File: config.mk
export PLATFORM = sky130hd
export DESIGN_NAME = line_mem_arbiter_flat
export DESIGN_NICKNAME = d
export VERILOG_FILES = /design/src/rtl/line_mem_arbiter_if.sv /design/src/rtl/line_mem_arbiter.sv /design/src/flat_wrapper.sv
export SDC_FILE = /design/constraint.sdc
export NUM_CORES = 1
export LEC_CHECK = 0
export ABC_CLOCK_PERIOD_IN_PS = 1760
export CAP_MARGIN = 10
export CELL_PAD_IN_SITES_DETAIL_PLACEMENT = 1
export CELL_PAD_IN_SITES_GLOBAL_PLACEMENT = 2
export CORE_ASPECT_RATIO = 0.5
export CORE_MARGIN = 4
export CORE_UTILIZATION = 22
export CTS_BUF_LIST = sky130_fd_sc_hd__clkbuf_4
export DETAILED_ROUTE_END_ITERATION = 6
export PLACE_DENSITY = 0.89
export SKIP_LAST_GASP = 1
export SLEW_MARGIN = 20
export SYNTH_ARGS = -nofsm -noshare
export SYNTH_HDL_FRONTEND = slang
export SYNTH_SLANG_ARGS = --single-unit
File: constraint.sdc
create_clock -name Clock -period 1.76 [get_ports Clock]
set_input_delay 0.528 -clock Clock [delete_from_list [all_inputs] [get_ports Clock]]
set_output_delay 0.528 -clock Clock [all_outputs]
set_load 0.005 [all_outputs]
File: src/rtl/line_mem_arbiter_if.sv
// Bus bundle between the two requesters, the shared line memory and line_mem_arbiter.
// The arbiter connects through the slave modport; requesters and the memory use master.
interface line_mem_arbiter_if #(
    parameter int unsigned ADDR_W = 64,
    parameter int unsigned LINE_W = 128
);
    logic              IF_Req;
    logic [ADDR_W-1:0] IF_Address;
    logic              IF_Ack;
    logic [LINE_W-1:0] IF_Data_Line;
    logic              DM_Req;
    logic [ADDR_W-1:0] DM_Address;
    logic              DM_Ack;
    logic [LINE_W-1:0] DM_Data_Line;
    logic [ADDR_W-1:0] Mem_Address;
    logic [LINE_W-1:0] Mem_Data_Line;
    logic              Busy;

    modport slave (
        input  IF_Req, IF_Address, DM_Req, DM_Address, Mem_Data_Line,
        output IF_Ack, IF_Data_Line, DM_Ack, DM_Data_Line, Mem_Address, Busy
    );

    modport master (
        output IF_Req, IF_Address, DM_Req, DM_Address, Mem_Data_Line,
        input  IF_Ack, IF_Data_Line, DM_Ack, DM_Data_Line, Mem_Address, Busy
    );
endinterface

File: src/rtl/line_mem_arbiter.sv
// Round-robin arbiter/sequencer for the shared line-read memory: holds the line address stable
// for MEM_LATENCY edges, captures the line and returns it to the granted requester.
module line_mem_arbiter #(
    parameter int unsigned ADDR_W      = 64,
    parameter int unsigned LINE_W      = 128,
    parameter int unsigned MEM_LATENCY = 5,
    parameter int unsigned CNT_W       = 4
) (
    input logic               Clock,
    input logic               Reset_n,
    line_mem_arbiter_if.slave bus
);
    typedef enum logic [1:0] {StIdle, StWait, StResp} state_e;

    state_e            r_state;
    state_e            w_state_d;
    logic              r_grant_dm;
    logic              r_last_dm;
    logic [CNT_W-1:0]  r_cnt;
    logic [ADDR_W-1:0] r_mem_addr;
    logic [LINE_W-1:0] r_if_line;
    logic [LINE_W-1:0] r_dm_line;
    logic              w_req_any;
    logic              w_pick_dm;
    logic              w_cnt_done;

    assign w_req_any  = bus.IF_Req | bus.DM_Req;
    // DM wins only when alone, or on a tie when IF was served last.
    assign w_pick_dm  = bus.DM_Req & (~bus.IF_Req | ~r_last_dm);
    assign w_cnt_done = (r_cnt == CNT_W'(MEM_LATENCY));

    always_ff @(posedge Clock) begin
        if (!Reset_n) begin
            r_state <= StIdle;
        end else begin
            r_state <= w_state_d;
        end
    end

    always_comb begin
        w_state_d = r_state;
        case (r_state)
            StIdle:  if (w_req_any) w_state_d = StWait;
            StWait:  if (w_cnt_done) w_state_d = StResp;
            StResp:  w_state_d = StIdle;
            default: w_state_d = StIdle;
        endcase
    end

    always_comb begin
        bus.Busy   = (r_state != StIdle);
        bus.IF_Ack = (r_state == StResp) & ~r_grant_dm;
        bus.DM_Ack = (r_state == StResp) & r_grant_dm;
    end

    always_ff @(posedge Clock) begin
        if (!Reset_n) begin
            r_grant_dm <= 1'b0;
            r_last_dm  <= 1'b1;
            r_cnt      <= '0;
            r_mem_addr <= '0;
            r_if_line  <= '0;
            r_dm_line  <= '0;
        end else begin
            case (r_state)
                StIdle: begin
                    if (w_req_any) begin
                        r_grant_dm <= w_pick_dm;
                        r_cnt      <= '0;
                        r_mem_addr <= w_pick_dm ? {bus.DM_Address[ADDR_W-1:4], 4'b0000}
                                                : {bus.IF_Address[ADDR_W-1:4], 4'b0000};
                    end
                end
                StWait: begin
                    r_cnt <= r_cnt + 1'b1;
                    if (w_cnt_done) begin
                        r_last_dm <= r_grant_dm;
                        if (r_grant_dm) begin
                            r_dm_line <= bus.Mem_Data_Line;
                        end else begin
                            r_if_line <= bus.Mem_Data_Line;
                        end
                    end
                end
                default: ;
            endcase
        end
    end

    assign bus.Mem_Address  = r_mem_addr;
    assign bus.IF_Data_Line = r_if_line;
    assign bus.DM_Data_Line = r_dm_line;
endmodule

File: src/flat_wrapper.sv
// flat-port wrapper written by rule: the top's interface ports become plain ports
module line_mem_arbiter_flat 
#(
    parameter int unsigned ADDR_W      = 64,
    parameter int unsigned LINE_W      = 128,
    parameter int unsigned MEM_LATENCY = 5,
    parameter int unsigned CNT_W       = 4
)
  (Clock, Reset_n, bus_IF_Req, bus_IF_Address, bus_DM_Req, bus_DM_Address, bus_Mem_Data_Line, bus_IF_Ack, bus_IF_Data_Line, bus_DM_Ack, bus_DM_Data_Line, bus_Mem_Address, bus_Busy);
  line_mem_arbiter_if #(.ADDR_W(ADDR_W), .LINE_W(LINE_W)) bus_i ();
  input logic Clock;
  input logic Reset_n;
  input wire logic [$bits(bus_i.IF_Req)-1:0] bus_IF_Req;
  input wire logic [$bits(bus_i.IF_Address)-1:0] bus_IF_Address;
  input wire logic [$bits(bus_i.DM_Req)-1:0] bus_DM_Req;
  input wire logic [$bits(bus_i.DM_Address)-1:0] bus_DM_Address;
  input wire logic [$bits(bus_i.Mem_Data_Line)-1:0] bus_Mem_Data_Line;
  output wire logic [$bits(bus_i.IF_Ack)-1:0] bus_IF_Ack;
  output wire logic [$bits(bus_i.IF_Data_Line)-1:0] bus_IF_Data_Line;
  output wire logic [$bits(bus_i.DM_Ack)-1:0] bus_DM_Ack;
  output wire logic [$bits(bus_i.DM_Data_Line)-1:0] bus_DM_Data_Line;
  output wire logic [$bits(bus_i.Mem_Address)-1:0] bus_Mem_Address;
  output wire logic [$bits(bus_i.Busy)-1:0] bus_Busy;
  assign bus_i.IF_Req = bus_IF_Req;
  assign bus_i.IF_Address = bus_IF_Address;
  assign bus_i.DM_Req = bus_DM_Req;
  assign bus_i.DM_Address = bus_DM_Address;
  assign bus_i.Mem_Data_Line = bus_Mem_Data_Line;
  assign bus_IF_Ack = bus_i.IF_Ack;
  assign bus_IF_Data_Line = bus_i.IF_Data_Line;
  assign bus_DM_Ack = bus_i.DM_Ack;
  assign bus_DM_Data_Line = bus_i.DM_Data_Line;
  assign bus_Mem_Address = bus_i.Mem_Address;
  assign bus_Busy = bus_i.Busy;
  line_mem_arbiter #(.ADDR_W(ADDR_W), .LINE_W(LINE_W), .MEM_LATENCY(MEM_LATENCY), .CNT_W(CNT_W)) u_core (.Clock(Clock), .Reset_n(Reset_n), .bus(bus_i));
endmodule
After elaboration in Yosys (flattened, before gate mapping)
Cells that the tools add are included.
W data, S select, Z words.

word-level totals
  bits in registers = 328
  bits in latches = 0
  bits in writable memories = 0
  ROM bits = 0
  bits of input ports = 260
  output and inout port bits = 323
  logic and storage cells = 36
  memories kept = 0

cells by class
  add/subtract/negate cells = 1
  multipliers = 0
  div/mod/pow operators = 0
  $lt $le $gt $ge = 0
  equal/unequal tests = 5
  shift operators = 0
  multiplexer cells = 6
  bitwise logic cells = 8
  reduce and logical (&&, ||, !) cells = 9

operator list
  cell                   number
  $mux W64               1
  $pmux W4 S2            1
  $reduce_and A2 Y1      4
  $reduce_and A3 Y1      2
  $add A4 B1 Y4 const B  1
  $eq A4 B3 Y1 const B   1
  $mux W2                2
  $mux W4                1
  $ne A2 B1 Y1 const B   2
  $pmux W2 S2            1
  $reduce_bool A2 Y1     2
  $and A1 B1 Y1          3
  $not A1 Y1             3
  $eq A2 B1 Y1 const B   1
  $eq A2 B2 Y1 const B   1
  $logic_not A2 Y1       1
  $or A1 B1 Y1           2

Longest topological paths before layout
  depth in word-level cells = 4
  depth in mapped cells = 8
  gate-level depth less buffers = 5

Worst setup path before layout
OpenSTA, ideal clock, no wires.

  path type = register to register
  from = register u_core.r_state[1]
  to = register u_core.r_if_line[107], in the netlist u_core.bus.IF_Data_Line[107]
  arrival time = 1.572 ns
  data required time = 1.640 ns
  slack = 0.069 ns
  stages on the path, launching flop included = 8
  path buffers = 4
  clock period less this slack = 1.691 ns
  cells stage by stage = dfxtp_1 -> nand2b_1 -> buf_2 -> or4_1 -> clkbuf_1 -> buf_6 -> buf_6 -> mux2i_1

between the ends
  word-level cells in the longest chain between the ends = 2

RTL lines
  what                                line                    text
  from (decl)                         line_mem_arbiter.sv:15  state_e r_state;
  from (signal assigned)              line_mem_arbiter.sv:34  r_state <= StIdle;
  from (signal assigned)              line_mem_arbiter.sv:36  r_state <= w_state_d;
  $eq A2 B1 Y1                        line_mem_arbiter.sv:65  case (r_state)
  $reduce_and A3 Y1 (no source line)  n/a
  to (signal assigned)                line_mem_arbiter.sv:81  r_if_line <= bus.Mem_Data_Line;
  to (decl)                           line_mem_arbiter.sv:21  logic [LINE_W-1:0] r_if_line;

No other way between the ends.
A chain may end at the register's enable or synchronous reset.

Final worst setup path
  from = register u_core.r_state[1]
  to = output port bus_Busy

between the ends
  word-level cells in the longest chain between the ends = 1

RTL lines
  what                line                    text
  $reduce_bool A2 Y1  line_mem_arbiter.sv:51  bus.Busy = (r_state != StIdle);
  to (decl)           flat_wrapper.sv:23      output wire logic [$bits(bus_i.Busy)-1:0] bus_Busy;

No other way between the ends.

==> metrics.csv <==
stage,metric,value,unit
yosys,synth_warnings,0,
clock_network,h-tree-depth,3,
cells_and_area,multi_input_area,5670,µm²
clock_network,cts_tree,yes,
min_path,min_path_cells,3,
placed_design,numPortBuffers,570,
critical_path,cp_num_buf_inv,3,
run_status,violations,setup timing,
cells_and_area,finalNonFillerCells,2870,
floorplanning,dieArea,61500,µm²
detailed_routing,vias,12605,
critical_path,r2r_start,u_core.r_state[0]$_SDFFE_PN0P_,
global_route,grt_pass1_vias,13197,
yosys,synth_area_leader_cell,dfxtp_1,
critical_path,reg2reg_slack,-0.25,ns
sta,worst_slack,-0.269,ns
critical_path,crit_arrival,1.50,ns
yosys,ys_seq_area_share,51.4,%
job,maxCapViolCount,0,
min_path,hp-start,bus_Mem_Data_Line[69],
critical_path,ff2ff_path_depth,9,
clock_network,cts_inserted_buffers,84,
critical_path,crit_family,flip-flops,
sta,setup_tns,-25.72,ns
detailed_routing,first_pass_iters,4,
critical_path,slowest_delay,0.36,ns
placed_design,gp_congestion,0.818,
critical_path,cp-start-kind,flip-flop,
detailed_routing,viasPerCell,4.39,
power,irDropWorstVdd,0.315,mV
sta,setup_viol_count_final,254,
global_route,grt_use_total,17.7,%
floorplanning,initial_core_util,22.5,%
yosys,yosys.area.top_type_share,51.4,%
cells_and_area,final_nets,2323,
detailed_routing,ant_nets,0,
global_route,globalRouteOverflowTotal,0,
critical_path,crit_slowest_cell,dfxtp_4,
global_route,grt_max_degree,75,
yosys,synth_cells,1363,
cells_and_area,regArea,6910,µm²
detailed_routing,dr.first_iter.drc_count,516,
floorplanning,die_h,177,µm
floorplanning,io_pins,583,
critical_path,end_kind,output pin,
sta,rsz0062_at_grt,yes,
cells_and_area,fillCellCount,6290,
critical_path,path_max_fanout,4,
clock_network,cts-root-buf,clkbuf_4,
detailed_routing,post-route-drc-count,0,
cells_and_area,area_delta_synth_final,78.9,%
detailed_routing,wl,60500,µm
sta,max_freq,493,MHz
critical_path,rr_endpoint,u_core.bus.IF_Data_Line[100]$_SDFFE_PN0P_,
yosys,synth_cell_type_count,32,
run_status,status,"finished, violations left",
clock_network,clkSinkCount,324,
min_path,holdPathEnd,u_core.bus.IF_Data_Line[69]$_SDFFE_PN0P_,
floorplanning,rows,61,
critical_path,critPathKind,flip-flop to output pin,
critical_path,crit_required,1.23,ns
global_route,antenna_found_initial,9,
yosys,synth_seq_cells,324,
critical_path,cp_num_cells,4,
critical_path,crit_chain,buf_12 > nor2_4 > inv_2 > buf_6,
placed_design,dpl.cell_count,2631,
sta,finalClockSkew,0.0494,ns
power,power_density,699,nW/µm²
floorplanning,core_area,56100,µm²
clock_network,clockBufferDepth,3,
floorplanning,die_w,347,µm
yosys,synth.avg_cell_area,9.26,µm²
yosys,synthTopCellsByArea,"dfxtp_1 51%, mux2i_1 20%, nand2_1 15%, a311oi_1 4.2%, a21oi_1 2.5%",
power,power.total,15.8,mW
sta,hold_violations,0,
detailed_routing,wl_per_cell,21.1,µm
clock_network,path_clk_slew,0.07,ns
global_route,grt_pass1_wl,83100,µm
clock_network,clk_latency,0.78,ns
sta,period_share,115,%
placed_design,dp_hpwl,39800,µm
yosys,syn_area,12600,µm²
cells_and_area,drive_gt1_share,44.5,%
cells_and_area,fin_area,22600,µm²
power,p_leak,9.95,nW
min_path,hold_class,primary input to flip-flop,
sta,slew_violations,0,
sta,hold_ws,0.326,ns
sta,period_needed,2.03,ns
placed_design,dpl_cell_area,19400,µm²
-- layout make-up --
class | count | share of cell area [%]
antenna | 8 | 0.0887
clock buffer | 107 | 3.56
clock inverter | 24 | 0.477
inverter | 3 | 0.0499
multi-input combinational | 922 | 25.1
sequential | 324 | 30.6
tap | 756 | 4.19
timing repair buffer | 726 | 35.9
-- metrics by stage --
stage / worst slack, ns / util [%]
2_1_floorplan: 0.0685 / -
3_3_place_gp: -0.241 / 34.7
5_1_grt: -0.397 / 40.2
4_1_cts: -0.377 / 38.6
3_5_place_dp: -0.368 / 34.7
6_report: -0.269 / 40.2
-- timing repair --
action                                 in CTS  in global routing
endpoints found under the hold margin       1                  0
resized for setup                        1923                 73
gates cloned                               11                 15
pin swaps                                   4                  2
setup endpoints to repair                 555                572
setup buffers                              42                 33
hold buffers                                1                  0
-- sequential cells by signal (all words and copies together), names as in the netlist --
signal	cells
u_core.bus.DM_Data_Line	128
u_core.r_grant_dm	1
u_core.bus.Mem_Address	60
u_core.r_state	2
u_core.r_last_dm	1
u_core.bus.IF_Data_Line	128
u_core.r_cnt	4
-- where the power goes --
part / leakage (nW) / switching [mW] / internal, mW
sequential: 2.78 / 0.109 / 7.49
clock: 0.550 / 3.41 / 2.83
combinational: 6.62 / 0.845 / 1.10
total: 9.95 / 4.37 / 11.4
-- how the worst max path moves through the flow --
stage | startpoint | end
floorplan | u_core.r_state[1]$_SDFFE_PN0P_ | u_core.bus.IF_Data_Line[107]$_SDFFE_PN0P_
global placement | bus_IF_Req | u_core.bus.Mem_Address[49]$_SDFFE_PN0P_
detailed placement | bus_IF_Req | u_core.bus.Mem_Address[50]$_SDFFE_PN0P_
CTS | u_core.r_state[1]$_SDFFE_PN0P_ | bus_Busy
finish | u_core.r_state[1]$_SDFFE_PN0P_ | bus_Busy
global route | u_core.r_state[1]$_SDFFE_PN0P_ | bus_Busy
-- worst reg2reg max path, cell delays in order, from the launching register on --
cell and delay [ns]:
dfxtp_4 0.38, buf_4 0.12, buf_6 0.08, nand2b_1 0.08, or4_4 0.54, buf_6 0.17, buf_6 0.14, buf_12 0.12
buf_16 0.14, mux2i_1 0.16
-- synth_stat cells --
library cell / count
or4_1: 1
a21bo_2: 1
nand2_1: 507
o31ai_1: 2
or2_2: 1
dfxtp_1: 324
conb_1: 1
nand2b_1: 2
o21ai_0: 2
ha_1: 2
nor4b_2: 1
clkbuf_1: 82
inv_1: 3
nand3_1: 3
nor4_1: 1
mux2i_1: 256
nor3b_1: 1
buf_6: 14
and3b_1: 1
buf_2: 16
o211ai_1: 2
nor2b_1: 1
nor3_1: 1
a21boi_1: 1
nand3b_1: 2
nor2_1: 3
a31oi_1: 1
a21oi_1: 63
buf_4: 5
xor2_1: 1
or3_1: 2
a311oi_1: 60
-- metal layers --
layer	track usage [%]	routed length, µm
met5	0	7
met4	9.21	2760
met3	3.97	2370
met2	33.5	32800
met1	18.5	22600
-- cells in the final DEF (no fill, tap or decap), drive strengths merged --
cell	Yosys	routed
ha	2	2
inv	3	6
nor2	3	3
clkdlybuf4s50	0	250
nand3	3	3
dfxtp	324	324
clkbuf	82	121
dlygate4sd3	0	1
a21bo	1	1
nor4b	1	1
a311oi	60	60
diode	0	8
mux2i	256	256
nor2b	1	1
conb	1	4
o211ai	2	2
nand2b	2	2
clkinv	0	21
o31ai	2	2
o21ai	2	2
nand3b	2	2
nor3	1	1
and3b	1	1
or2	1	1
xor2	1	1
a31oi	1	1
nand2	507	507
buf	35	461
or3	2	2
nor3b	1	1
a21oi	63	63
nor4	1	1
a21boi	1	1
or4	1	1
-- logic make-up after synthesis --
family                     count (synthesis)  synth area share, %
AOI/OAI and AO/OA                        132                 7.17
DFF                                      324                 51.4
xor gates and xnor gates                   1               0.0694
buffers and inverters                    120                 4.71
and+or+nand+nor                          527                 16.1
adders and majority gates                  2                0.198
other                                      1               0.0297
muxes                                    256                 20.3
No activity file was read; power rests on OpenSTA's default activity.
